$ cat config.mk
export PLATFORM = sky130hd
export DESIGN_NAME = inst_issuer_flat
export DESIGN_NICKNAME = d
export VERILOG_FILES = /design/src/rtl/inst_issuer_if.sv /design/src/rtl/inst_issuer.sv /design/src/flat_wrapper.sv
export SDC_FILE = /design/constraint.sdc
export NUM_CORES = 1
export LEC_CHECK = 0
export ABC_AREA = 1
export BUFFER_PORTS_ARGS = -buffer_cell sky130_fd_sc_hd__buf_4
export CAP_MARGIN = 30
export CORE_AREA = 2 2 114 116
export CTS_BUF_LIST = sky130_fd_sc_hd__clkbuf_4 sky130_fd_sc_hd__clkbuf_8 sky130_fd_sc_hd__clkbuf_16
export DETAILED_ROUTE_END_ITERATION = 7
export DIE_AREA = 0 0 116 118
export GPL_TIMING_DRIVEN = 0
export PLACE_DENSITY_LB_ADDON = 0.12
export RECOVER_POWER = 25
export SLEW_MARGIN = 20
export SYNTH_ARGS = -nofsm -noshare
export SYNTH_HDL_FRONTEND = slang
export SYNTH_SLANG_ARGS = --single-unit
$ cat constraint.sdc
create_clock -name clk -period 2.13 [get_ports clk]
set_clock_uncertainty 0.2 [all_clocks]
set_input_delay 0.426 -clock clk [delete_from_list [all_inputs] [get_ports clk]]
set_output_delay 0.426 -clock clk [all_outputs]
set_load 0.1 [all_outputs]
$ cat src/rtl/inst_issuer_if.sv
`default_nettype none
// +----------------------------------------------------------------------+
// | Module   : inst_issuer_if                                            |
// | Brief    : Instruction BRAM read port plus controller handshake.     |
// | Revision : 1.0 - initial release                                     |
// +----------------------------------------------------------------------+
interface inst_issuer_if #(
  parameter int AW = 10
) ();
  logic [AW-1:0] imem_addr;
  logic          imem_en;
  logic [31:0]   imem_dout;
  logic          ctrl_en;
  logic [31:0]   ctrl_inst;
  logic          ctrl_valid;

  // The issuer drives the BRAM address/enable and the controller request.
  modport master (
    output imem_addr, imem_en, ctrl_en, ctrl_inst,
    input  imem_dout, ctrl_valid
  );

  // BRAM and controller side of the same bundle.
  modport slave (
    input  imem_addr, imem_en, ctrl_en, ctrl_inst,
    output imem_dout, ctrl_valid
  );
endinterface
`default_nettype wire

$ cat src/rtl/inst_issuer.sv
`default_nettype none
// +----------------------------------------------------------------------+
// | Module   : inst_issuer                                               |
// | Brief    : Fetches a program from instruction BRAM and issues each   |
// |            word to the DSP controller over an en/valid handshake,    |
// |            counting executed instructions and aborting on timeout.   |
// | Revision : 1.0 - initial release                                     |
// +----------------------------------------------------------------------+
module inst_issuer #(
  parameter int TIMEOUT = 255,
  parameter int AW      = 10
) (
  input  logic          clk,
  input  logic          rst_n,
  input  logic          start_i,
  input  logic [AW-1:0] prog_len_i,
  inst_issuer_if.master issue_bus,
  output logic          busy_o,
  output logic          done_o,
  output logic          err_o,
  output logic [15:0]   exec_cnt_o,
  output logic [AW-1:0] pc_o
);

  localparam logic [2:0] S_IDLE    = 3'd0;
  localparam logic [2:0] S_FETCH   = 3'd1;
  localparam logic [2:0] S_LOAD    = 3'd2;
  localparam logic [2:0] S_ISSUE   = 3'd3;
  localparam logic [2:0] S_RELEASE = 3'd4;
  localparam logic [2:0] S_DONE    = 3'd5;
  localparam logic [2:0] S_ERR     = 3'd6;

  localparam logic [7:0] TMO_MAX   = 8'(TIMEOUT);

  logic [2:0]    state_q, state_d;
  logic [AW-1:0] len_q;
  logic [AW-1:0] pc_q;
  logic [31:0]   inst_q;
  logic [15:0]   exec_q;
  logic          err_q;
  logic [7:0]    tmo_q;

  logic          start_ok;
  logic          last_inst;
  logic          tmo_hit;

  // A new program is only accepted from the resting states.
  assign start_ok  = start_i &&
                     ((state_q == S_IDLE) || (state_q == S_DONE) || (state_q == S_ERR));
  assign last_inst = (pc_q == (len_q - AW'(1)));
  assign tmo_hit   = (tmo_q == TMO_MAX);

  // State register; reset drops ctrl_en immediately since outputs decode this.
  always_ff @(posedge clk or negedge rst_n) begin
    if (!rst_n) state_q <= S_IDLE;
    else        state_q <= state_d;
  end

  // Next-state logic; a response from the controller wins over a timeout in the same cycle.
  always_comb begin
    state_d = state_q;
    case (state_q)
      S_IDLE, S_ERR: begin
        if (start_i) state_d = (prog_len_i == '0) ? S_DONE : S_FETCH;
      end
      S_DONE: begin
        if (start_i) state_d = (prog_len_i == '0) ? S_DONE : S_FETCH;
        else         state_d = S_IDLE;
      end
      S_FETCH: state_d = S_LOAD;
      S_LOAD:  state_d = S_ISSUE;
      S_ISSUE: begin
        if (issue_bus.ctrl_valid) state_d = S_RELEASE;
        else if (tmo_hit)         state_d = S_ERR;
      end
      S_RELEASE: begin
        if (!issue_bus.ctrl_valid) state_d = last_inst ? S_DONE : S_FETCH;
        else if (tmo_hit)          state_d = S_ERR;
      end
      default: state_d = S_IDLE;
    endcase
  end

  // Output decode of the state register plus the registered datapath values.
  always_comb begin
    issue_bus.imem_en   = (state_q == S_FETCH);
    issue_bus.imem_addr = pc_q;
    issue_bus.ctrl_en   = (state_q == S_ISSUE);
    issue_bus.ctrl_inst = inst_q;
    busy_o     = (state_q == S_FETCH) || (state_q == S_LOAD) ||
                 (state_q == S_ISSUE) || (state_q == S_RELEASE);
    done_o     = (state_q == S_DONE);
    err_o      = err_q;
    exec_cnt_o = exec_q;
    pc_o       = pc_q;
  end

  // Datapath: program length, pc, instruction hold register, counters and error flag.
  always_ff @(posedge clk or negedge rst_n) begin
    if (!rst_n) begin
      len_q  <= '0;
      pc_q   <= '0;
      inst_q <= '0;
      exec_q <= '0;
      err_q  <= 1'b0;
      tmo_q  <= '0;
    end else begin
      if (start_ok) begin
        len_q  <= prog_len_i;
        pc_q   <= '0;
        exec_q <= '0;
        err_q  <= 1'b0;
      end else if (state_d == S_ERR) begin
        err_q  <= 1'b1;
      end

      case (state_q)
        S_LOAD: begin
          inst_q <= issue_bus.imem_dout;
          tmo_q  <= '0;
        end
        S_ISSUE: begin
          if (issue_bus.ctrl_valid) begin
            tmo_q <= '0;
            if (inst_q[31] && (exec_q != 16'hFFFF)) exec_q <= exec_q + 16'd1;
          end else if (!tmo_hit) begin
            tmo_q <= tmo_q + 8'd1;
          end
        end
        S_RELEASE: begin
          if (!issue_bus.ctrl_valid) begin
            if (!last_inst) pc_q <= pc_q + AW'(1);
          end else if (!tmo_hit) begin
            tmo_q <= tmo_q + 8'd1;
          end
        end
        default: ;
      endcase
    end
  end

endmodule
`default_nettype wire

$ cat src/flat_wrapper.sv
// flat-port wrapper written by rule: the top's interface ports become plain ports
module inst_issuer_flat 
#(
  parameter int TIMEOUT = 255,
  parameter int AW      = 10
)
  (clk, rst_n, start_i, prog_len_i, busy_o, done_o, err_o, exec_cnt_o, pc_o, issue_bus_imem_addr, issue_bus_imem_en, issue_bus_ctrl_en, issue_bus_ctrl_inst, issue_bus_imem_dout, issue_bus_ctrl_valid);
  inst_issuer_if #(.AW(AW)) issue_bus_i ();
  input  logic clk;
  input  logic rst_n;
  input  logic start_i;
  input  logic [AW-1:0] prog_len_i;
  output logic busy_o;
  output logic done_o;
  output logic err_o;
  output logic [15:0] exec_cnt_o;
  output logic [AW-1:0] pc_o;
  output wire logic [$bits(issue_bus_i.imem_addr)-1:0] issue_bus_imem_addr;
  output wire logic [$bits(issue_bus_i.imem_en)-1:0] issue_bus_imem_en;
  output wire logic [$bits(issue_bus_i.ctrl_en)-1:0] issue_bus_ctrl_en;
  output wire logic [$bits(issue_bus_i.ctrl_inst)-1:0] issue_bus_ctrl_inst;
  input wire logic [$bits(issue_bus_i.imem_dout)-1:0] issue_bus_imem_dout;
  input wire logic [$bits(issue_bus_i.ctrl_valid)-1:0] issue_bus_ctrl_valid;
  assign issue_bus_imem_addr = issue_bus_i.imem_addr;
  assign issue_bus_imem_en = issue_bus_i.imem_en;
  assign issue_bus_ctrl_en = issue_bus_i.ctrl_en;
  assign issue_bus_ctrl_inst = issue_bus_i.ctrl_inst;
  assign issue_bus_i.imem_dout = issue_bus_imem_dout;
  assign issue_bus_i.ctrl_valid = issue_bus_ctrl_valid;
  inst_issuer #(.TIMEOUT(TIMEOUT), .AW(AW)) u_core (.clk(clk), .rst_n(rst_n), .start_i(start_i), .prog_len_i(prog_len_i), .issue_bus(issue_bus_i), .busy_o(busy_o), .done_o(done_o), .err_o(err_o), .exec_cnt_o(exec_cnt_o), .pc_o(pc_o));
endmodule
==> flow_metrics.py <==
metrics = {
    "run_status": {
        "run_status": "complete, but fails checks",
        "violations": "negative setup slack",
    },
    "sta": {
        "setup_slack_ps": -11.9,
        "fin_crit_ps": 2140,
        "maxSlewViolCount": 0,
        "grt_setup_unrepaired": "true",
        "fin_crit_sh_pct": 101,
        "hold_slack_ps": 108,
        "hold_violations": 0,
        "max_slew_margin_pct": 34.4,
        "worst_pin_slew_ps": 984,
        "max_freq_mhz": 467,
        "setup_viol_count_final": 2,
    },
    "global_route": {
        "grt_pass1_vias": 3862,
        "antenna_found_initial": 0,
        "grt.met2_usage_pct": 27.0,
        "grt_most_used_layer": "met2",
        "grt_start_max_net_pins": 45,
        "grt_usage_pct": 16.6,
        "met3_usage_pct": 5.15,
        "grt_pass1_wl_mm": 18.0,
        "grtUsageMet1_pct": 20.0,
        "grt_overflow_total": 0,
    },
    "route": {
        "wl_per_cell_um": 12.8,
        "drt_pass1_iterations": 4,
        "routed_wl_mm": 10.9,
        "vias_per_cell": 4.56,
        "final_antenna_net_count": 0,
        "vias": 3885,
        "dr.first_iter.drc_count": 96,
        "drc": 0,
    },
    "final_layout": {
        "antenna_cells": 0,
        "utilization_pct": 49.5,
        "syn_to_final_growth_pct": 43.3,
        "drive_gt1_share_pct": 41.6,
        "nNetsFinal": 725,
    },
    "clock_network": {
        "clk_pin_slew_ps": 60,
        "numCtsBuffers": 9,
        "clock_path_buffers": 2,
        "clk_latency_ps": 350,
        "cts_tree": "built",
        "cts_sinks": 80,
        "root_buffer": "clkbuf_16",
        "cts.htree.levels": 3,
    },
    "floorplanning": {
        "die_area_um2": 13700,
        "core_um2": 12400,
        "start_util_pct": 34.5,
        "die_h_um": 118,
        "rows": 41,
        "ios": 119,
        "fp.dieW_um": 116,
    },
    "logic_synthesis": {
        "synth_top_area_share_pct": 46.7,
        "yosysTopAreaCell": "dfrtp_1",
        "yosysSeqAreaShare_pct": 46.7,
        "netlist_instances": 520,
        "synth-seq-cells": 80,
        "synthMostInstantiatedCell": "nand2_1",
        "yosys-top-cells-count": "nand2_1, dfrtp_1, inv_1, nor2_1, nand3_1",
        "synthArstFlopShare_pct": 100,
        "syn_nets": 570,
        "ys.warnings.count": 0,
        "synth-edff-count": 0,
        "synth_top_flop_cell": "dfrtp_1",
        "synth_area_leaders": "dfrtp_1, nand2_1, mux2_2",
        "syn_area_per_cell_um2": 8.25,
        "syn_area_um2": 4290,
        "ys_types": 42,
    },
    "hold_path": {
        "hold_class": "input pin to flop",
    },
    "critical_path": {
        "crit_fanout": 5,
        "worstPathRequired_ps": 2170,
        "worst_setup_path_start_kind": "flop",
        "arrival_ps": 2180,
        "cp-end-kind": "flop",
        "critPathKind": "flop to flop",
    },
    "placement": {
        "port_buffers": 118,
        "dp_hpwl_mm": 7.89,
        "gp_congestion": 0.832,
    },
    "run": {
        "max_cap_viol_count": 0,
    },
}
-- through the flow --
step	setup WS [ps]	area (um2)	setup TNS (ps)	instances
4_1_cts	11.3	5920	0	834
2_1_floorplan	-34.5	4370	-61.3	520
3_3_place_gp	-172	5470	-1120	810
6_report	-11.9	6150	-19.1	852
3_5_place_dp	-225	5500	-1470	811
5_1_grt	-177	6150	-1420	852
-- worst max-delay path, stage by stage (launching register included) --
cell	delay [ps]
dfrtp_1	390
inv_2	90
ha_4	150
buf_4	110
nand3_2	110
inv_2	80
nand2_1	50
nand2_1	50
nand3_1	100
nor2_2	160
nand3_2	110
nand2_4	100
inv_4	50
buf_6	120
nand2_1	50
nand2_1	40
nand2_1	50
inv_1	30
-- logic make-up (layout without fill, tap and decap cells) --
group           after synthesis  count (layout)  synth area share, %
simple gates                245             245                 25.5
compound gates               55              55                 6.94
flops                        80              80                 46.7
mux                          31              31                 8.14
fa+ha+maj                     4               4                 1.17
buf+inv                      97             257                 9.95
xor+xnor                      8               8                 1.63
-- flip-flops by register name (all words and copies together), names as in the netlist --
signal / flops
u_core.err_o: 1
u_core.len_q: 10
u_core.issue_bus.ctrl_inst: 32
u_core.state_q: 3
u_core.issue_bus.imem_addr: 10
u_core.exec_cnt_o: 16
u_core.tmo_q: 8
-- path summary, 6_finish.rpt --
| kind | startpoint | endpoint | slack, ps | depth (start not counted) |
|---|---|---|---|---|
| max reg2reg | u_core.len_q[1] | u_core.issue_bus.imem_addr[7] | -10 | 17 |
| max | u_core.len_q[1] | u_core.issue_bus.imem_addr[7] | -10 | 17 |
| max in group asynchronous | rst_n | u_core.tmo_q[2] | 300 | 3 |
| min reg2reg | u_core.exec_cnt_o[3] | u_core.exec_cnt_o[3] | 290 | 1 |
| min | issue_bus_imem_dout[14] | u_core.issue_bus.ctrl_inst[14] | 110 | 2 |
| min in group asynchronous | rst_n | u_core.exec_cnt_o[9] | 580 | 2 |
-- area by class of cell --
cell class                 count  area (um2)
timing repair buffer         144        1100
buffer                        19         135
multi-input combinational    343        2000
tap                          172         215
clock inverter                 6         116
clock buffer                  10         233
sequential                    80        2040
inverter                      78         295
fill                        1210        6270
-- repair_timing --
item                       CTS  global route
resized for setup            8            35
hold endpoints to repair    36             0
buffers inserted             6            16
setup endpoints to repair   20            50
pin swaps                    6            22
hold buffers                 1             0
cloned                       0             2
-- routing by layer --
layer | wire length, um | part of all wire, %
met1 | 4760 | 44
met2 | 5200 | 48
met3 | 728 | 6.7
met4 | 192 | 1.8
met5 | 0 | 0
-- placed cells by master (no fill, tap or decap), drive strengths merged --
cell	n
nand3	36
nand4	8
dlygate4sd3	1
nor3b	2
xor2	6
a21oi	14
nor4	3
o22ai	3
inv	79
clkbuf	13
ha	4
nand3b	1
buf	159
or2	2
a22oi	1
and2	2
mux2	31
nor3	10
xnor2	2
and3	1
o21ai	32
bufinv	3
dfrtp	80
o21bai	1
nor2	49
o211a	1
o21a	1
nand2	131
a31oi	2
clkinv	2
Power is left out: the tool's default activity adds up to more than one toggle a clock period on the data nets, which glitch-free logic cannot reach.
